### config.mk
export PLATFORM = sky130hd
export DESIGN_NAME = adpll_gain_scheduler
export DESIGN_NICKNAME = d
export VERILOG_FILES = /design/src/rtl/adpll_gain_scheduler.sv
export SDC_FILE = /design/constraint.sdc
export NUM_CORES = 1
export LEC_CHECK = 0
export CORE_MARGIN = 2
export CORE_UTILIZATION = 47
export CTS_BUF_LIST = sky130_fd_sc_hd__clkbuf_4 sky130_fd_sc_hd__clkbuf_8 sky130_fd_sc_hd__clkbuf_16
export CTS_CLUSTER_SIZE = 12
export DETAILED_ROUTE_END_ITERATION = 10
export PLACE_DENSITY_LB_ADDON = 0.05
export SLEW_MARGIN = 20
export SYNTH_ARGS = -nofsm -noshare
export SYNTH_HDL_FRONTEND = slang
export SYNTH_SLANG_ARGS = --single-unit
### constraint.sdc
create_clock -name fpga_clk_i -period 2.3 [get_ports fpga_clk_i]
set_input_delay 0.46 -clock fpga_clk_i [delete_from_list [all_inputs] [get_ports fpga_clk_i]]
set_output_delay 0.46 -clock fpga_clk_i [all_outputs]
set_load 0.05 [all_outputs]
### src/rtl/adpll_gain_scheduler.sv
// Gear-shift and lock controller for one NetworkRing ADPLL node (acquire/shift/track gain scheduling).
// Optional macro ADPLL_GAIN_RAMP_EN: ramp gains one LSB per sample from acq to trk during SHIFT.
module adpll_gain_scheduler #(
  parameter int PDET_WIDTH   = 5,
  parameter int KP_WIDTH     = 5,
  parameter int KI_WIDTH     = 7,
  parameter int LOCK_THRESH  = 2,
  parameter int LOCK_COUNT   = 1024,
  parameter int SHIFT_HOLD   = 16,
  parameter int UNLOCK_COUNT = 8
) (
  input  logic                  fpga_clk_i,
  input  logic                  reset_i,
  input  logic                  enable_i,
  input  logic                  sample_i,
  input  logic [PDET_WIDTH-1:0] error_i,
  input  logic [KP_WIDTH-1:0]   kp_acq_i,
  input  logic [KI_WIDTH-1:0]   ki_acq_i,
  input  logic [KP_WIDTH-1:0]   kp_trk_i,
  input  logic [KI_WIDTH-1:0]   ki_trk_i,
  output logic [KP_WIDTH-1:0]   kp_o,
  output logic [KI_WIDTH-1:0]   ki_o,
  output logic                  loop_en_o,
  output logic                  lock_o,
  output logic                  lost_lock_o,
  output logic [1:0]            state_o
);

  localparam int HIT_W  = $clog2(LOCK_COUNT + 1);
  localparam int HOLD_W = $clog2(SHIFT_HOLD + 1);
  localparam int MISS_W = $clog2(UNLOCK_COUNT + 1);

  localparam logic [PDET_WIDTH-1:0] THRESH_V = PDET_WIDTH'(LOCK_THRESH);
  localparam logic [HIT_W-1:0]      LOCK_V   = HIT_W'(LOCK_COUNT);
  localparam logic [HOLD_W-1:0]     HOLD_V   = HOLD_W'(SHIFT_HOLD);
  localparam logic [MISS_W-1:0]     UNLOCK_V = MISS_W'(UNLOCK_COUNT);

  typedef enum logic [1:0] {
    S_IDLE  = 2'b00,
    S_ACQ   = 2'b01,
    S_SHIFT = 2'b10,
    S_TRACK = 2'b11
  } state_t;

  // Magnitude with the most negative code saturated to the largest positive code.
  function automatic logic [PDET_WIDTH-1:0] sat_abs(input logic signed [PDET_WIDTH-1:0] e);
    logic signed [PDET_WIDTH-1:0] neg;
    neg = -e;
    if (e == {1'b1, {(PDET_WIDTH-1){1'b0}}})
      sat_abs = {1'b0, {(PDET_WIDTH-1){1'b1}}};
    else if (e[PDET_WIDTH-1])
      sat_abs = $unsigned(neg);
    else
      sat_abs = $unsigned(e);
  endfunction

`ifdef ADPLL_GAIN_RAMP_EN
  function automatic logic [KP_WIDTH-1:0] step_kp(input logic [KP_WIDTH-1:0] cur,
                                                  input logic [KP_WIDTH-1:0] tgt);
    if (cur < tgt)      step_kp = cur + 1'b1;
    else if (cur > tgt) step_kp = cur - 1'b1;
    else                step_kp = cur;
  endfunction

  function automatic logic [KI_WIDTH-1:0] step_ki(input logic [KI_WIDTH-1:0] cur,
                                                  input logic [KI_WIDTH-1:0] tgt);
    if (cur < tgt)      step_ki = cur + 1'b1;
    else if (cur > tgt) step_ki = cur - 1'b1;
    else                step_ki = cur;
  endfunction
`endif

  // Stage p0: qualify the incoming sample
  logic signed [PDET_WIDTH-1:0] err_p0;
  logic [PDET_WIDTH-1:0]        mag_p0;
  logic                         vld_p0;
  logic                         in_win_p0;

  assign err_p0    = error_i;
  assign mag_p0    = sat_abs(err_p0);
  assign vld_p0    = sample_i;
  assign in_win_p0 = (mag_p0 <= THRESH_V);

  // Stage p1: registered state, counters and outputs
  state_t              state_p1, state_nxt;
  logic [HIT_W-1:0]    hit_p1, hit_nxt;
  logic [HOLD_W-1:0]   hold_p1, hold_nxt;
  logic [MISS_W-1:0]   miss_p1, miss_nxt;
  logic [KP_WIDTH-1:0] kp_p1, kp_nxt;
  logic [KI_WIDTH-1:0] ki_p1, ki_nxt;
  logic                loop_en_p1, lock_p1, lost_p1, lost_nxt;

  always_comb begin
    state_nxt = state_p1;
    hit_nxt   = hit_p1;
    hold_nxt  = hold_p1;
    miss_nxt  = miss_p1;
    kp_nxt    = kp_p1;
    ki_nxt    = ki_p1;
    lost_nxt  = 1'b0;
    if (!enable_i) begin
      // Dropping the run request wins over any sample-driven transition.
      state_nxt = S_IDLE;
      hit_nxt   = '0;
      hold_nxt  = '0;
      miss_nxt  = '0;
      kp_nxt    = kp_acq_i;
      ki_nxt    = ki_acq_i;
    end else begin
      unique case (state_p1)
        S_IDLE: begin
          state_nxt = S_ACQ;
          kp_nxt    = kp_acq_i;
          ki_nxt    = ki_acq_i;
        end
        S_ACQ: begin
          kp_nxt = kp_acq_i;
          ki_nxt = ki_acq_i;
          if (vld_p0) begin
            if (!in_win_p0) begin
              hit_nxt = '0;
            end else if ((hit_p1 + 1'b1) == LOCK_V) begin
              state_nxt = S_SHIFT;
              hit_nxt   = '0;
`ifndef ADPLL_GAIN_RAMP_EN
              kp_nxt    = kp_trk_i;
              ki_nxt    = ki_trk_i;
`endif
            end else begin
              hit_nxt = hit_p1 + 1'b1;
            end
          end
        end
        S_SHIFT: begin
`ifdef ADPLL_GAIN_RAMP_EN
          if (vld_p0) begin
            kp_nxt   = step_kp(kp_p1, kp_trk_i);
            ki_nxt   = step_ki(ki_p1, ki_trk_i);
            hold_nxt = (hold_p1 == HOLD_V) ? hold_p1 : hold_p1 + 1'b1;
            if (kp_nxt == kp_trk_i && ki_nxt == ki_trk_i && hold_nxt >= HOLD_V) begin
              state_nxt = S_TRACK;
              hold_nxt  = '0;
            end
          end
`else
          kp_nxt = kp_trk_i;
          ki_nxt = ki_trk_i;
          if (vld_p0) begin
            if ((hold_p1 + 1'b1) == HOLD_V) begin
              state_nxt = S_TRACK;
              hold_nxt  = '0;
            end else begin
              hold_nxt = hold_p1 + 1'b1;
            end
          end
`endif
        end
        S_TRACK: begin
          kp_nxt = kp_trk_i;
          ki_nxt = ki_trk_i;
          if (vld_p0) begin
            if (in_win_p0) begin
              miss_nxt = '0;
            end else if ((miss_p1 + 1'b1) == UNLOCK_V) begin
              state_nxt = S_ACQ;
              miss_nxt  = '0;
              hit_nxt   = '0;
              hold_nxt  = '0;
              lost_nxt  = 1'b1;
              kp_nxt    = kp_acq_i;
              ki_nxt    = ki_acq_i;
            end else begin
              miss_nxt = miss_p1 + 1'b1;
            end
          end
        end
        default: state_nxt = S_IDLE;
      endcase
    end
  end

  always_ff @(posedge fpga_clk_i) begin
    if (reset_i) begin
      state_p1   <= S_IDLE;
      hit_p1     <= '0;
      hold_p1    <= '0;
      miss_p1    <= '0;
      kp_p1      <= '0;
      ki_p1      <= '0;
      loop_en_p1 <= 1'b0;
      lock_p1    <= 1'b0;
      lost_p1    <= 1'b0;
    end else begin
      state_p1   <= state_nxt;
      hit_p1     <= hit_nxt;
      hold_p1    <= hold_nxt;
      miss_p1    <= miss_nxt;
      kp_p1      <= kp_nxt;
      ki_p1      <= ki_nxt;
      loop_en_p1 <= (state_nxt != S_IDLE);
      lock_p1    <= (state_nxt == S_TRACK);
      lost_p1    <= lost_nxt;
    end
  end

  assign kp_o        = kp_p1;
  assign ki_o        = ki_p1;
  assign loop_en_o   = loop_en_p1;
  assign lock_o      = lock_p1;
  assign lost_lock_o = lost_p1;
  assign state_o     = state_p1;

endmodule

==> flow_summary.json, run 1 <==
{
  "status": "completed",
  "root_buffer": "clkbuf_8",
  "reg2reg_depth": 7,
  "avgRoutedWirePerCell_um": 15.07,
  "fin_ws_ns": 0.05767,
  "p_total_w": 0.001456,
  "p_per_area_mw_per_mm2": 421.9,
  "r2r_slack_ns": 0.11,
  "die_y_um": 77.82,
  "antenna_found_initial": 0,
  "cts_tree": "yes",
  "cpPeakStageDelay_ns": 0.28,
  "period_needed_ns": 2.242,
  "synth.area.top_cells": "dfxtp_1 29%, a21oi_1 5.5%, mux2i_1 4.7%",
  "num_antenna_cells": 0,
  "grt_max_degree": 36,
  "dieWidth_um": 77.82,
  "ff_latch_area_um2": 744.5,
  "required_ns": 2.47,
  "fin_nets": 423,
  "core_area_mm2": 0.005172,
  "fin_crit_sh": 0.9749,
  "cts.reportedPaths.clkPinSlew_ns": 0.07,
  "worstReg2RegEnd": "ki_o[1]$_SDFF_PP0_",
  "drc_errors": 0,
  "post_synth.cell_area_avg_um2": 8.029,
  "first_pass_iters": 4,
  "yosysTopAreaCell": "dfxtp_1",
  "cts_hold_buffers": 0,
  "async_reset_ff_frac": 0,
  "insertion_delay_ns": 0.29,
  "max_freq_mhz": 446.0,
  "hold_path_startpoint": "hit_p1[1]$_SDFFE_PP0P_",
  "gp_congestion": 0.8543,
  "fillers": 448,
  "drt_iter0_drc": 197,
  "fin_skew_ns": 0.003995,
  "numCtsBuffers": 5,
  "crit_arrival_ns": 2.41,
  "syn_inst": 319,
  "ys_warn_count": 0,
  "area_delta_synth_final_pct": 34.73,
  "critPathSlowestCell": "and4_4",
  "grt.total_usage": 0.2344,
  "min_to": "hit_p1[1]$_SDFFE_PP0P_",
  "grt_pass1_vias": 2563,
  "hold_class": "flop to flop",
  "finalNonFillerCells": 455,
  "synth_ff_type": "dfxtp_1",
  "dr_total_vias": 2707,
  "hold_path_depth": 2,
  "finalSetupViolCount": 0,
  "r2r-start": "hit_p1[6]$_SDFFE_PP0P_",
  "pre_cts_ws_ns": -0.4911,
  "yosysSeqAreaShare": 0.2892,
  "htreeDepth": 2,
  "final-hold-violation-count": 0,
  "cts_max_path_buffers": 2,
  "clock_sinks": 37,
  "drive_gt1_frac": 0.1792,
  "ys_seq_elements": 37,
  "cellLeakagePower_nw": 1.210,
  "slew_viol_final": 0,
  "synth.top_cell.area_share": 0.2892,
  "ir_drop_uv": 283.9,
  "synth_edf_count": 0,
  "dp_cells": 447,
  "io_buffers": 49,
  "totalWireLength_mm": 6.855,
  "crit_type": "input pin to flop",
  "dieArea_mm2": 0.006056,
  "final_common_cell": "clkdlybuf4s50_1",
  "multi_input_area_mm2": 0.001719,
  "synth_nets": 357,
  "slew_headroom": 0.6531,
  "crit_chain": "dlygate4sd2_1 > inv_1 > ha_1 > and2_1 > o22ai_2 > buf_6 > and3_4 > and4_4 > buf_12 > mux2i_4 > o31ai_2",
  "grt_pass1_wl_mm": 11.71,
  "std_cell_rows": 26,
  "postCtsSetupBuffers": 0,
  "mostFrequentLayoutCells": "46 x clkdlybuf4s50_1, 34 x dfxtp_1, 28 x buf_4",
  "vias_per_cell": 5.949,
  "critPathMaxFanout": 6,
  "io_pins": 50,
  "final_core_util": 0.6672,
  "end_kind": "flop",
  "worst_pin_slew_ns": 0.5156,
  "start_util": 0.4952,
  "antenna_left": 0,
  "start_kind": "input pin",
  "netlist_area_mm2": 0.002561,
  "synthDistinctLibCells": 56,
  "grt_overflow_total": 0,
  "dp_hpwl_mm": 4.923,
  "cap_violations": 0
}
## final cells by class
cell class                 count  area share
sequential                    37      0.2157
timing repair buffer          81      0.2259
clock buffer                   7     0.02611
tap                           70     0.02538
inverter                       8    0.008702
multi-input combinational    252      0.4982
## worst max path at each step
stage	startpoint	endpoint
finish	error_i[0]	ki_o[1]$_SDFF_PP0_
global placement	error_i[0]	kp_o[4]$_SDFF_PP0_
floorplan	error_i[0]	ki_o[6]$_SDFF_PP0_
detailed placement	error_i[0]	ki_o[1]$_SDFF_PP0_
global route	error_i[0]	ki_o[1]$_SDFF_PP0_
CTS	hit_p1[1]$_SDFFE_PP0P_	ki_o[1]$_SDFF_PP0_
## where the power goes
group / internal (W) / switching, W
Combinational: 0.000143 / 0.000176
Clock: 0.000250 / 0.000219
Sequential: 0.000660 / 0.00000839
## stage by stage
| stage | area (um^2) | setup TNS (ns) | hold slack, ns |
|---|---|---|---|
| 6_report | 3451 | 0 | 0.5082 |
| 5_1_grt | 3451 | -0.01636 | 0.5263 |
| 4_1_cts | 3407 | 0 | 0.5238 |
| 3_5_place_dp | 3282 | -11.14 | 0.5093 |
| 3_3_place_gp | 3282 | -9.826 | 0.4916 |
| 2_1_floorplan | 2561 | 0 | 0.4751 |
## worst max-delay path: cells and delay by family
family | cells | cell delay (ns)
adder cells (fa/ha/maj) | 1 | 0.27
multiplexers | 1 | 0.23
buffers and inverters | 4 | 0.55
AND/OR/NAND/NOR | 3 | 0.63
AO/OA/AOI/OAI | 2 | 0.27
## registers in the layout, summed over array words and instances (netlist names)
signal and flops:
hit_p1 11, hold_p1 5, ki_o 7, kp_o 5, lock_o 1, loop_en_o 1, lost_lock_o 1, miss_p1 4
state_o 2
## cell usage after synthesis, types with 2 or more instances
cell	number
or3_1	2
inv_1	8
a21o_1	2
nor3_1	4
or4_1	4
dfxtp_1	37
nor4_1	4
mux2i_1	12
buf_4	3
a31oi_1	4
a21boi_0	2
nand2_1	19
o21a_1	5
a2111oi_0	2
o21ai_0	9
nor3b_1	14
clkbuf_1	14
a211o_1	2
and4_1	2
xor2_1	4
nand2b_1	3
nand3_1	15
nand3b_1	2
nor2_1	27
o211ai_1	5
buf_2	4
ha_1	5
nand4_1	10
a21oi_1	28
nand4b_1	2
nor4b_1	12
o31ai_1	12
and3_1	6
and2_1	2
a31o_2	12
## routing by layer
layer | GRT usage | vias to the layer above | routed length [um]
met5 | 0 | - | 0
met3 | 0.04535 | 11 | 312
met1 | 0.3195 | 1287 | 3288
met2 | 0.3698 | 60 | 3166
met4 | 0.07679 | 0 | 88
li1 | - | 1349 | -
## what timing repair did
action / 4_1_cts / 5_1_grt
setup endpoints to repair: 20 / 17
pin swaps: 1 / 1
gates resized for setup: 7 / 13
gates cloned: 1 / 0
## logic make-up after synthesis
logic type	Yosys count	share of synthesized area
compound gates	94	0.2516
flops	37	0.2892
buf+inv	30	0.05667
simple gates	136	0.3141
fa+ha+maj	5	0.02443
xor+xnor	5	0.01710
mux	12	0.04690
Note: power is estimated with default switching activity, not from simulation.
==> inputs of run 2 (changes only) <==
==> constraint.sdc (replaced) <==
create_clock -name fpga_clk_i -period 1.9 [get_ports fpga_clk_i]
set_input_delay 0.38 -clock fpga_clk_i [delete_from_list [all_inputs] [get_ports fpga_clk_i]]
set_output_delay 0.38 -clock fpga_clk_i [all_outputs]
set_load 0.05 [all_outputs]
==> run 2 against run 1 <==
Net effect: the run now ends with setup timing left; clock power is 28% higher; sequential share of layout area is 2.3 points lower; design area is 16% higher; largest power group unchanged; first-iteration DRC count is 21% lower; sequential power is 20% higher.
==> flow_summary.json, run 2 (synthesis results as in run 1) <==
{
  "period_needed_ns": 2.094,
  "final_core_util": 0.7746,
  "reg2reg_depth": 7,
  "hold_path_depth": 2,
  "cts_max_path_buffers": 2,
  "slew_viol_final": 0,
  "hold_class": "flop to flop",
  "ir_drop_uv": 356.6,
  "cts_tree": "yes",
  "grt_pass1_wl_mm": 13.25,
  "hold_slack_ns": 0.5223,
  "dieArea_mm2": 0.006056,
  "root_buffer": "clkbuf_8",
  "avgRoutedWirePerCell_um": 16.98,
  "r2r-start": "hit_p1[4]$_SDFFE_PP0P_",
  "fin_nets": 455,
  "start_util": 0.4952,
  "top_register": "hit_p1",
  "antenna_left": 0,
  "finalSetupViolCount": 18,
  "fillers": 356,
  "num_antenna_cells": 0,
  "worst_pin_slew_ns": 0.5032,
  "first_pass_iters": 4,
  "io_pins": 50,
  "clock_sinks": 37,
  "critPathMaxFanout": 6,
  "std_cell_rows": 26,
  "end_kind": "flop",
  "drc_errors": 0,
  "grt_overflow_total": 0,
  "totalWireLength_mm": 8.268,
  "p_total_w": 0.001842,
  "pre_cts_ws_ns": -0.7283,
  "fin_crit_sh": 1.102,
  "vias_per_cell": 5.959,
  "status": "finished with violations",
  "htreeDepth": 2,
  "dp_hpwl_mm": 5.439,
  "grt.total_usage": 0.2736,
  "violations": "setup timing",
  "final_common_cell": "buf_4",
  "drt_iter0_drc": 156,
  "cts.reportedPaths.clkPinSlew_ns": 0.07,
  "fin_skew_ns": 0.005787,
  "ff_latch_area_um2": 770.7,
  "p_per_area_mw_per_mm2": 459.8,
  "drive_gt1_frac": 0.3645,
  "area_delta_synth_final_pct": 56.42,
  "numCtsBuffers": 5,
  "dieWidth_um": 77.82,
  "die_y_um": 77.82,
  "crit_type": "flop to flop",
  "rsz0062_at_grt": "yes",
  "gp_congestion": 0.8096,
  "io_buffers": 49,
  "fin_setup_tns_ns": -1.608,
  "start_kind": "flop",
  "mostFrequentLayoutCells": "54 x buf_4, 42 x clkdlybuf4s50_1, 27 x nor2_1",
  "cap_violations": 0,
  "min_to": "hold_p1[2]$_SDFFE_PP0P_",
  "hold_path_startpoint": "hold_p1[2]$_SDFFE_PP0P_",
  "core_area_mm2": 0.005172,
  "final-hold-violation-count": 0,
  "dr_total_vias": 2902,
  "grt_max_degree": 37,
  "fin_ws_ns": -0.1943,
  "grt_pass1_vias": 2788,
  "insertion_delay_ns": 0.30,
  "crit_arrival_ns": 2.27,
  "cellLeakagePower_nw": 1.417,
  "max_freq_mhz": 477.5,
  "antenna_found_initial": 0,
  "required_ns": 2.08,
  "slew_headroom": 0.6635,
  "cts_hold_buffers": 0,
  "multi_input_area_mm2": 0.001953,
  "largest_reg_flops": 11,
  "r2r_slack_ns": -0.19,
  "worstReg2RegEnd": "kp_o[4]$_SDFF_PP0_"
}
## run 2: cell types whose count changed in the layout (fill, tap and decap cells not counted), sizes merged
| cell | previous run | this run |
|---|---|---|
| buf | 32 | 68 |
| dlygate4sd2 | 2 | 0 |
| clkbuf | 7 | 9 |
| dlymetal6s2s | 1 | 0 |
| clkdlybuf4s50 | 46 | 42 |
| clkdlybuf4s15 | 0 | 1 |
## run 2: worst max path at each step
stage	end	from	slack, ns	cells past startpoint
2_1_floorplan	ki_o[6]$_SDFF_PP0_	hit_p1[8]$_SDFFE_PP0P_	-0.03	8
3_3_place_gp	ki_o[4]$_SDFF_PP0_	error_i[0]	-0.65	10
3_5_place_dp	hold_p1[2]$_SDFFE_PP0P_	error_i[0]	-0.73	10
4_1_cts	kp_o[3]$_SDFF_PP0_	hit_p1[0]$_SDFFE_PP0P_	-0.12	7
5_1_grt	kp_o[4]$_SDFF_PP0_	hit_p1[4]$_SDFFE_PP0P_	-0.23	7
6_report	kp_o[4]$_SDFF_PP0_	hit_p1[4]$_SDFFE_PP0P_	-0.19	7
## run 2: what timing repair did
action / in CTS / in global routing
buffers inserted: 4 / 6
setup endpoints to repair: 35 / 30
gates cloned: 2 / 0
pin swaps: 12 / 19
gates resized for setup: 41 / 45
## run 2: worst max-delay path, stage by stage, from the launching register on
cell	delay [ns]
dfxtp_4	0.38
and4_4	0.19
a211o_1	0.32
a211oi_2	0.28
and4_4	0.32
buf_12	0.14
mux2i_1	0.25
o31ai_1	0.10
## run 2: final cells by class
| class | count | area share |
|---|---|---|
| multi-input cells | 252 | 0.4875 |
| repair buffers | 113 | 0.2670 |
| flip-flops and latches | 37 | 0.1924 |
| clock buffers | 7 | 0.02249 |
| well taps | 70 | 0.02186 |
| inverters | 8 | 0.008745 |
## run 2: through the flow
stage               std cells  cell area [um^2]
CTS                       481              3802
global placement          468              3526
global route              487              4006
finish                    487              4006
floorplan                 319              2663
detailed placement        468              3526
## run 2: where the power goes
part | internal (W) | switching [W]
Combinational | 0.000207 | 0.000238
Sequential | 0.000791 | 0.00000878
Clock | 0.000303 | 0.000295
Total | 0.00130 | 0.000541
## run 2: layer usage
| metal | GRT usage | share of wire | vias up |
|---|---|---|---|
| li1 | - | - | 1419 |
| met1 | 0.3617 | 0.44 | 1386 |
| met2 | 0.4388 | 0.48 | 85 |
| met3 | 0.05465 | 0.060 | 12 |
| met4 | 0.1018 | 0.016 | 0 |
| met5 | 0 | 0 | - |
